### config.mk
export PLATFORM = sky130hd
export DESIGN_NAME = pll_reconfig_seq
export DESIGN_NICKNAME = d
export VERILOG_FILES = /design/src/rtl/pll_reconfig_pkg.sv /design/src/rtl/pll_cmd_fifo.sv /design/src/rtl/pll_reconfig_seq.sv
export SDC_FILE = /design/constraint.sdc
export NUM_CORES = 1
export LEC_CHECK = 0
export ABC_AREA = 0
export BUFFER_PORTS_ARGS = -buffer_cell sky130_fd_sc_hd__buf_2
export CAP_MARGIN = 10
export CORE_MARGIN = 2
export CORE_UTILIZATION = 25
export DETAILED_ROUTE_END_ITERATION = 10
export PLACE_DENSITY = 0.38
export SETUP_SLACK_MARGIN = 0.05
export SLEW_MARGIN = 20
export SYNTH_ARGS = -nofsm -noshare
export SYNTH_HDL_FRONTEND = slang
export SYNTH_SLANG_ARGS = --single-unit
### constraint.sdc
create_clock -name mgmt_clk -period 13.6 [get_ports mgmt_clk]
set_clock_uncertainty 0.1 [all_clocks]
set_input_delay 0.68 -clock mgmt_clk [delete_from_list [all_inputs] [get_ports mgmt_clk]]
set_output_delay 0.68 -clock mgmt_clk [all_outputs]
set_load 0.01 [all_outputs]
### src/rtl/pll_reconfig_pkg.sv
// Shared types and constants for the PLL reconfiguration sequencer.
// Latency: n/a (types only).
// Backpressure: n/a.
package pll_reconfig_pkg;

    typedef enum logic [2:0] {
        ST_IDLE,
        ST_MODE,
        ST_DRAIN,
        ST_START,
        ST_HOLDOFF,
        ST_LOCKWAIT
    } state_t;

    // Mode register written with 0 selects waitrequest mode in pll_cfg.
    localparam logic [5:0]  DEF_MODE_ADDR  = 6'h00;
    localparam logic [5:0]  DEF_START_ADDR = 6'h02;
    localparam logic [31:0] MODE_DATA      = 32'd0;
    localparam logic [31:0] START_DATA     = 32'd1;

    typedef struct packed {
        logic [5:0]  addr;
        logic [31:0] data;
    } entry_t;

endpackage

### src/rtl/pll_cmd_fifo.sv
// Synchronous FIFO of queued PLL register writes.
// Latency: push visible at head the cycle after the push edge.
// Backpressure: push ignored when full, pop ignored when empty.
// Ports: push/push_entry write side, pop/head read side, full/empty/one_left status.
module pll_cmd_fifo
    import pll_reconfig_pkg::*;
#(
    parameter int DEPTH = 16
) (
    input  logic   clk,
    input  logic   rst,
    input  logic   push,
    input  entry_t push_entry,
    input  logic   pop,
    output entry_t head,
    output logic   full,
    output logic   empty,
    output logic   one_left
);

    localparam int AW = $clog2(DEPTH);
    localparam int CW = $clog2(DEPTH + 1);

    entry_t         mem [DEPTH];
    logic [AW-1:0]  wr_ptr;
    logic [AW-1:0]  rd_ptr;
    logic [CW-1:0]  count;
    logic           do_push;
    logic           do_pop;

    assign do_push  = push && !full;
    assign do_pop   = pop && !empty;
    assign full     = (count == CW'(DEPTH));
    assign empty    = (count == '0);
    assign one_left = (count == CW'(1));
    assign head     = mem[rd_ptr];

    always_ff @(posedge clk or posedge rst) begin
        if (rst) begin
            wr_ptr <= '0;
            rd_ptr <= '0;
            count  <= '0;
        end else begin
            // DEPTH is a power of two so the pointers wrap naturally.
            if (do_push) wr_ptr <= wr_ptr + AW'(1);
            if (do_pop)  rd_ptr <= rd_ptr + AW'(1);
            case ({do_push, do_pop})
                2'b10:   count <= count + CW'(1);
                2'b01:   count <= count - CW'(1);
                default: count <= count;
            endcase
        end
    end

    always_ff @(posedge clk) begin
        if (do_push) mem[wr_ptr] <= push_entry;
    end

endmodule

### src/rtl/pll_reconfig_seq.sv
// Sequences mode write, queued writes and start write onto the PLL mgmt bus, then waits for relock.
// Latency: go -> done = N+2 write cycles + LOCK_HOLDOFF + LOCK_STABLE + 1 with no stalls.
// Backpressure: mgmt_waitrequest holds the current write; cmd_ready low when full or sequencing.
// Ports: cmd_* host queue/commit, busy/done/error status, mgmt_* bus master, pll_locked lock input.
module pll_reconfig_seq
    import pll_reconfig_pkg::*;
#(
    parameter int         FIFO_DEPTH   = 16,
    parameter logic [5:0] MODE_ADDR    = DEF_MODE_ADDR,
    parameter logic [5:0] START_ADDR   = DEF_START_ADDR,
    parameter int         LOCK_HOLDOFF = 64,
    parameter int         LOCK_STABLE  = 16,
    parameter int         LOCK_TIMEOUT = 65536
) (
    input  logic        mgmt_clk,
    input  logic        mgmt_reset,
    input  logic        cmd_valid,
    output logic        cmd_ready,
    input  logic [5:0]  cmd_addr,
    input  logic [31:0] cmd_data,
    input  logic        cmd_go,
    output logic        busy,
    output logic        done,
    output logic        error,
    input  logic        mgmt_waitrequest,
    output logic        mgmt_write,
    output logic        mgmt_read,
    output logic [5:0]  mgmt_address,
    output logic [31:0] mgmt_writedata,
    input  logic        pll_locked
);

    localparam int HW = $clog2(LOCK_HOLDOFF + 1);
    localparam int SW = $clog2(LOCK_STABLE + 1);
    localparam int TW = $clog2(LOCK_TIMEOUT + 1);

    localparam logic [HW-1:0] HOLD_MAX    = HW'(LOCK_HOLDOFF);
    localparam logic [HW-1:0] HOLD_LAST   = HW'(LOCK_HOLDOFF - 1);
    localparam logic [SW-1:0] STABLE_MAX  = SW'(LOCK_STABLE);
    localparam logic [SW-1:0] STABLE_LAST = SW'(LOCK_STABLE - 1);
    localparam logic [TW-1:0] TMO_MAX     = TW'(LOCK_TIMEOUT);
    localparam logic [TW-1:0] TMO_LAST    = TW'(LOCK_TIMEOUT - 1);

    state_t         state;
    state_t         state_nxt;
    entry_t         head;
    entry_t         push_entry;
    logic           fifo_full;
    logic           fifo_empty;
    logic           fifo_one_left;
    logic           push;
    logic           pop;
    logic           wr_done;
    logic           go_acc;
    logic           lock_hit;
    logic           tmo_hit;
    logic           ready_en;
    logic [HW-1:0]  hold_cnt;
    logic [SW-1:0]  stable_cnt;
    logic [TW-1:0]  tmo_cnt;

    // Keeps cmd_ready low while reset is asserted; rises one cycle after release.
    always_ff @(posedge mgmt_clk or posedge mgmt_reset) begin
        if (mgmt_reset) ready_en <= 1'b0;
        else            ready_en <= 1'b1;
    end

    assign cmd_ready  = ready_en && (state == ST_IDLE) && !fifo_full;
    assign push       = cmd_valid && cmd_ready;
    assign push_entry = '{addr: cmd_addr, data: cmd_data};
    assign pop        = (state == ST_DRAIN) && !mgmt_waitrequest;
    assign wr_done    = mgmt_write && !mgmt_waitrequest;
    // An entry pushed alongside go counts, so go with an empty-but-pushing FIFO starts.
    assign go_acc     = (state == ST_IDLE) && cmd_go && (!fifo_empty || push);
    assign lock_hit   = (state == ST_LOCKWAIT) && pll_locked && (stable_cnt == STABLE_LAST);
    assign tmo_hit    = (state == ST_LOCKWAIT) && (tmo_cnt >= TMO_LAST);
    assign mgmt_read  = 1'b0;

    pll_cmd_fifo #(
        .DEPTH (FIFO_DEPTH)
    ) u_fifo (
        .clk        (mgmt_clk),
        .rst        (mgmt_reset),
        .push       (push),
        .push_entry (push_entry),
        .pop        (pop),
        .head       (head),
        .full       (fifo_full),
        .empty      (fifo_empty),
        .one_left   (fifo_one_left)
    );

    always_ff @(posedge mgmt_clk or posedge mgmt_reset) begin
        if (mgmt_reset) state <= ST_IDLE;
        else            state <= state_nxt;
    end

    always_comb begin
        state_nxt = state;
        case (state)
            ST_IDLE:     if (go_acc) state_nxt = ST_MODE;
            ST_MODE:     if (wr_done) state_nxt = ST_DRAIN;
            ST_DRAIN:    if (wr_done && fifo_one_left) state_nxt = ST_START;
            ST_START:    if (wr_done) state_nxt = ST_HOLDOFF;
            ST_HOLDOFF:  if (hold_cnt >= HOLD_LAST) state_nxt = ST_LOCKWAIT;
            ST_LOCKWAIT: if (lock_hit || tmo_hit) state_nxt = ST_IDLE;
            default:     state_nxt = ST_IDLE;
        endcase
    end

    // Bus outputs decode straight from state so reset drops the write strobe at once.
    always_comb begin
        mgmt_write     = 1'b0;
        mgmt_address   = '0;
        mgmt_writedata = '0;
        busy           = (state != ST_IDLE);
        case (state)
            ST_MODE: begin
                mgmt_write     = 1'b1;
                mgmt_address   = MODE_ADDR;
                mgmt_writedata = MODE_DATA;
            end
            ST_DRAIN: begin
                mgmt_write     = 1'b1;
                mgmt_address   = head.addr;
                mgmt_writedata = head.data;
            end
            ST_START: begin
                mgmt_write     = 1'b1;
                mgmt_address   = START_ADDR;
                mgmt_writedata = START_DATA;
            end
            default: ;
        endcase
    end

    // Timeout counts from start-write completion, through holdoff and lock wait.
    always_ff @(posedge mgmt_clk or posedge mgmt_reset) begin
        if (mgmt_reset) begin
            hold_cnt   <= '0;
            stable_cnt <= '0;
            tmo_cnt    <= '0;
        end else if (state == ST_START && wr_done) begin
            hold_cnt   <= '0;
            stable_cnt <= '0;
            tmo_cnt    <= '0;
        end else if (state == ST_HOLDOFF) begin
            if (hold_cnt != HOLD_MAX) hold_cnt <= hold_cnt + HW'(1);
            if (tmo_cnt != TMO_MAX)   tmo_cnt  <= tmo_cnt + TW'(1);
        end else if (state == ST_LOCKWAIT) begin
            if (tmo_cnt != TMO_MAX) tmo_cnt <= tmo_cnt + TW'(1);
            if (!pll_locked)                  stable_cnt <= '0;
            else if (stable_cnt != STABLE_MAX) stable_cnt <= stable_cnt + SW'(1);
        end
    end

    // Lock beats timeout when both land in the same cycle.
    always_ff @(posedge mgmt_clk or posedge mgmt_reset) begin
        if (mgmt_reset) begin
            done  <= 1'b0;
            error <= 1'b0;
        end else begin
            done <= lock_hit;
            if (go_acc)                    error <= 1'b0;
            else if (tmo_hit && !lock_hit) error <= 1'b1;
        end
    end

endmodule

==> results of run 1 <==
## area by class of cell
type	count	area, µm²
fillers	10100	72700
flip-flops and latches	656	19500
multi-input cells	471	6130
clock buffers	100	2100
well taps	1380	1730
repair buffers	108	599
clock inverters	35	254
inverters	22	82.6
diodes	2	5.00
## registers in the layout, indices dropped and copies added, names as in the netlist
signal,flops
u_fifo.rd_ptr,4
u_fifo.wr_ptr,4
hold_cnt,7
error,1
state,3
stable_cnt,5
u_fifo.count,5
ready_en,1
done,1
u_fifo.mem,608
tmo_cnt,17
## kinds of logic (layout without fill, tap and decap cells)
family / after synthesis / in the layout
flip-flops: 656 / 656
multiplexers: 196 / 196
AND/OR/NAND/NOR: 177 / 177
buffers and inverters: 81 / 265
AO/OA/AOI/OAI: 53 / 53
XOR/XNOR: 25 / 25
adder cells (fa/ha/maj): 18 / 18
other: 2 / 4
## routing by layer
layer | up-vias | GRT usage
li1 | 5256 | -
met1 | 6595 | 0.158
met2 | 213 | 0.219
met3 | 82 | 0.0245
met4 | 10 | 0.0351
met5 | - | 0
## how the worst max path moves through the flow
| stage | slack (ps) | from | end |
|---|---|---|---|
| after floorplan | 7960 | state[1] | u_fifo.mem[3][0] |
| after global placement | 9100 | u_fifo.rd_ptr[0] | mgmt_writedata[9] |
| after detailed placement | 9090 | u_fifo.rd_ptr[0] | mgmt_writedata[9] |
| after CTS | 8400 | u_fifo.rd_ptr[0] | mgmt_writedata[9] |
| after global routing | 8330 | u_fifo.rd_ptr[0] | mgmt_writedata[0] |
| final | 8670 | u_fifo.rd_ptr[0] | mgmt_writedata[0] |
## power breakdown
group	total, mW	internal [mW]	switching (mW)
sequential	2.43	2.28	0.150
clock	1.94	1.14	0.799
combinational	1.31	0.673	0.637
## worst max-delay path, cell delays in order, from the launching register on
cell and delay (ps):
dfrtp_4 1080, buf_4 790, mux4_2 590, mux2_2 270, a221oi_1 510, nor2_1 70
buf_2 180
## cell usage in the layout (no fill, tap or decap), drive strengths merged, types with 4 or more instances in the layout
cell type,count
a221oi,4
nand2,27
nor2,33
o21ai,15
nand2b,5
xor2,13
or3,4
mux2i,8
nand4,8
dfrtp,48
nor4,10
mux2,4
clkbuf,100
a31oi,5
buf,108
o211ai,5
nor2b,5
a21oi,13
inv,25
xnor2,12
nand3,17
and2,45
mux4,184
ha,18
nor3,5
edfxtp,608
clkinv,27
o31ai,4
==> impl_metrics.csv, run 1 <==
group,metric,value,unit
finish,finish.utilization,0.295,
logic_synthesis,synth_cell_types,53,
logic_synthesis,synth_nets,1270,
floorplanning,core_area,103000,µm²
cts,cts_made_buffers,77,
logic_synthesis,synthArstFlopShare,0.0732,
cts,ctsHtreeMaxLevel,3,
logic_synthesis,syn_area_per_cell,21.4,µm²
cts,clock_sinks,656,
route,wl_met3,2660,µm
floorplanning,rows,118,
logic_synthesis,synth_area,25900,µm²
logic_synthesis,yosys_register_bits,656,
sta,finalHoldViolations,0,
cts,cts_root_buf,"clkbuf_16",
route,first_iter_violations,787,
power_and_ir_drop,power,5.68,mW
route,drc,0,
global_routing,grt_pass1_vias,13000,
global_routing,overflow,0,
cts,cts_setup_buffers,0,
floorplanning,start_util,0.251,
sta,fin_crit,4930,ps
logic_synthesis,ys_seq_area_frac,0.752,
logic_synthesis,ys_top_cells_by_area,"edfxtp_1 (71%), mux4_2 (16%), dfrtp_1 (4.6%)",
min_path,hold_class,"in -> async",
placement,gp_congestion,0.676,
cts,cts_tree,"built",
route,viasPerCell,4.38,
sta,hold_ws,141,ps
critical_path,cp.arrival,4150,ps
placement,place_inst,2637,
power_and_ir_drop,vdd_drop_max,86.5,µV
cts,cts.reportedPaths.clkPinSlew,60,ps
critical_path,timing.rr.start,"state[0]",
sta,setup_ws,8670,ps
logic_synthesis,synth_top_area_frac,0.705,
logic_synthesis,synthXorXnorAreaFrac,0.00846,
sta,fmax,203,MHz
power_and_ir_drop,leakage,9.67,nW
sta,worst_slew_pin_slew,1040,ps
cts,hold_buffers,0,
floorplanning,ioPinCount,88,
cts,cts_resized,0,
floorplanning,die_area,106000,µm²
placement,dp_slack,9090,ps
run,max_cap_viol_count,0,
route,drt-met1-wl,28300,µm
power_and_ir_drop,power.density,187,nW/µm²
critical_path,critPathKind,"reg -> out",
sta,slew-limit-headroom,0.304,
global_routing,grt_pass1_wl,95400,µm
critical_path,worst-path-max-fanout,49,
finish,drive_gt1_frac,0.305,
floorplanning,die_w,326,µm
route,avgRoutedWirePerCell,23.9,µm
logic_synthesis,synth.most_common_cell,"edfxtp_1",
logic_synthesis,synth_top_family_by_area,"multiplexers",
sta,finalSetupViolations,0,
critical_path,rr_endpoint,"u_fifo.mem[4][5]",
critical_path,reg2reg_depth,8,
sta,rsz0062_at_grt,"no",
run_status,outcome,"finished clean",
global_routing,grt_max_degree,63,
sta,drv_slew,0,
global_routing,grt_use_total,0.125,
critical_path,start_kind,"flop",
logic_synthesis,yosys.area_share.simple,0.0376,
finish,area_growth,17.3,%
finish,finalNetCount,1398,
floorplanning,die_h,326,µm
logic_synthesis,synth_largest_area_cell,"edfxtp_1",
finish,fin_area,30400,µm²
route,drt-pass1-iter-count,4,
sta,fin_setup_tns,0,ps
critical_path,reg2reg_slack,9610,ps
placement,portBuffers,86,
route,via_count,12200,
route,antenna_left,0,
logic_synthesis,synth_cells,1208,
sta,period_share,0.362,
logic_synthesis,synthAdderAreaFrac,0.00870,
placement,dp_hpwl,32300,µm
route,wl,66200,µm
logic_synthesis,synth_enable_flop_cells,608,
cts,clk_latency,620,ps
cts,clockBufferDepth,3,
global_routing,antenna_found_initial,12,
logic_synthesis,ys.flop_type,"edfxtp_1",
logic_synthesis,yosys_warnings,0,
route,wl_met2,34100,µm
logic_synthesis,synth_common_cells,"edfxtp_1 (608), mux4_2 (184), dfrtp_1 (48), and2_1 (45), nor2_1 (33)",
finish,instances_no_fill,2774,
critical_path,worst_setup_path_end_kind,"output pin",
logic_synthesis,synth_compound_area_frac,0.0134,
placement,placed_area,28000,µm²
logic_synthesis,synthMuxAreaShare,0.165,
route,top_layer_used,"met5",
critical_path,cp.required,12820,ps
(Power assumes the default switching activity.)
==> inputs of run 2 (changes only) <==
==> constraint.sdc (replaced) <==
create_clock -name mgmt_clk -period 4.94 [get_ports mgmt_clk]
set_clock_uncertainty 0.1 [all_clocks]
set_input_delay 0.247 -clock mgmt_clk [delete_from_list [all_inputs] [get_ports mgmt_clk]]
set_output_delay 0.247 -clock mgmt_clk [all_outputs]
set_load 0.01 [all_outputs]
==> impl_metrics.csv, run 2 (synthesis gave the netlist of run 1 again) <==
group,metric,value,unit
critical_path,worst-path-max-fanout,23,
route,antenna_left,0,
finish,finalNetCount,1443,
floorplanning,start_util,0.251,
power_and_ir_drop,intPower,11.6,mW
min_path,hold_class,"in -> reg",
power_and_ir_drop,switchingPower,4.48,mW
power_and_ir_drop,power_frac_seq,0.417,
placement,dp_hpwl,34600,µm
cts,clock_sinks,656,
cts,cts.reportedPaths.clkPinSlew,60,ps
floorplanning,rows,118,
cts,cts_tree,"built",
sta,drv_slew,0,
cts,cts_setup_buffers,0,
placement,dp_slack,1340,ps
power_and_ir_drop,switching_share,0.278,
finish,fin_area,31100,µm²
finish,final_common_cell,"edfxtp_1",
sta,slew-limit-headroom,0.353,
finish,reg_top3,"u_fifo.mem x608, tmo_cnt x17, hold_cnt x7",
floorplanning,die_area,106000,µm²
critical_path,reg2reg_slack,1370,ps
critical_path,cpMostUsedCell,"mux4_2",
global_routing,grt_pass1_vias,13100,
global_routing,antenna_found_initial,3,
placement,place_inst,2639,
cts,cts_made_buffers,77,
run_status,outcome,"finished clean",
global_routing,grt_use_total,0.118,
power_and_ir_drop,leakage,9.98,nW
floorplanning,die_h,326,µm
power_and_ir_drop,power,16.1,mW
global_routing,grt_max_degree,69,
route,first_iter_violations,896,
power_and_ir_drop,power.density,518,nW/µm²
route,drt-pass1-iter-count,5,
floorplanning,die_w,326,µm
finish,largest_reg_flops,608,
power_and_ir_drop,clkPwrFrac,0.352,
critical_path,cp.depth,5,
finish,drive_gt1_frac,0.303,
critical_path,critPathLaunch,"u_fifo.rd_ptr[0]",
placement,portBuffers,86,
sta,setup_ws,1170,ps
cts,cts_root_buf,"clkbuf_16",
critical_path,cp.arrival,3420,ps
critical_path,critPathTopFamily,"multiplexers",
run,max_cap_viol_count,0,
critical_path,cpPeakStageDelay,740,ps
finish,layout_common_cells,"edfxtp_1 (608), mux4_2 (184), buf_2 (86), clkbuf_16 (81), dfrtp_1 (44)",
critical_path,crit_buf_inv,2,
sta,fmax,266,MHz
finish,top_register,"u_fifo.mem",
sta,fin_crit,3770,ps
critical_path,worst_setup_path_end_kind,"output pin",
critical_path,reg2reg_depth,7,
sta,finalSetupViolations,0,
global_routing,overflow,0,
cts,clockBufferDepth,3,
critical_path,start_kind,"flop",
route,avgRoutedWirePerCell,22.0,µm
cts,ctsHtreeMaxLevel,3,
route,via_count,12200,
power_and_ir_drop,vdd_drop_max,263,µV
cts,clk_latency,620,ps
critical_path,critPathKind,"reg -> out",
power_and_ir_drop,combPwrFrac,0.231,
global_routing,grt_pass1_wl,92200,µm
sta,worst_slew_pin_slew,970,ps
critical_path,endpoint,"mgmt_writedata[6]",
floorplanning,core_area,103000,µm²
finish,area_growth,20.1,%
critical_path,cp_slowest_cell,"dfrtp_4",
finish,instances_no_fill,2825,
critical_path,rr_endpoint,"u_fifo.mem[5][35]",
route,drc,0,
critical_path,cp.required,4590,ps
sta,period_share,0.762,
sta,rsz0062_at_grt,"no",
critical_path,timing.rr.start,"state[1]",
floorplanning,ioPinCount,88,
critical_path,crit_chain,"buf_4 -> mux4_2 -> mux4_2 -> and2_1 -> buf_2",
placement,placed_area,28100,µm²
placement,gp_congestion,0.682,
sta,finalHoldViolations,0,
route,viasPerCell,4.31,
route,wl,62200,µm
finish,finish.utilization,0.302,
==> run 2: cell count changes in the layout (fill, tap and decap cells not counted), moves of 2 or more <==
| cell | change |
|---|---|
| clkbuf_8 | -2 |
| clkinv_2 | +3 |
| inv_6 | -2 |
| bufinv_16 | +5 |
| dlygate4sd3_1 | +43 |
| buf_4 | -4 |
| clkinv_1 | +3 |
| buf_12 | +7 |
| clkinv_4 | +4 |
| clkbuf_1 | -6 |
==> run 2: worst reg2reg max path, stage by stage (launching register included) <==
cell	delay (ps)
dfrtp_1	470
nor3_1	280
inv_1	130
a31oi_1	190
nor2b_1	500
inv_1	290
nor3b_1	460
and2_4	730
==> run 2: metrics by stage <==
step	hold WS, ps	TNS (ps)
6_report	54.3	0
2_1_floorplan	244	-105640
3_3_place_gp	396	0
4_1_cts	4.19	0
5_1_grt	79.6	0
3_5_place_dp	303	0
==> run 2: worst min path at each step <==
stage,start,to,slack [ps],depth (start not counted)
2_1_floorplan,cmd_go,error,240,1
5_1_grt,cmd_valid,u_fifo.wr_ptr[0],80,4
3_5_place_dp,mgmt_reset,u_fifo.count[3],300,2
6_report,cmd_valid,u_fifo.wr_ptr[0],50,4
4_1_cts,cmd_valid,u_fifo.wr_ptr[0],4,4
3_3_place_gp,stable_cnt[3],stable_cnt[3],400,1
==> run 2: what timing repair did <==
| action | 4_1_cts | 5_1_grt |
|---|---|---|
| resized for setup | 0 | 0 |
| hold buffers | 43 | 0 |
| hold endpoints to repair | 664 | 0 |
| setup endpoints to repair | 0 | 0 |
==> run 2: area by class of cell <==
type                    instances  area [µm²]
diodes                          1        2.50
clock buffers                  93        2070
clock inverters                49         464
fillers                     10200       72000
inverters                      22        85.1
multi-input cells             471        6130
flip-flops and latches        656       19500
well taps                    1380        1730
repair buffers                153        1130
==> run 2: metal layers <==
metal  GRT usage  routed length [µm]  vias to the layer above  share of wire
met2       0.192               30200                      188           0.48
li1            -                   -                     5354              -
met1       0.163               28600                     6547           0.46
met4      0.0297                 978                        2          0.016
met5           0                  16                        -        0.00026
met3      0.0236                2430                       74          0.039
==> run 2: power groups by stage <==
stage	clock network, mW	registers, mW	logic, mW
floorplan	0	6.49	2.88
global placement	0	6.84	3.84
detailed placement	0	6.85	3.83
CTS	5.87	6.74	3.88
global route	6.08	6.78	4.07
finish	5.66	6.71	3.71
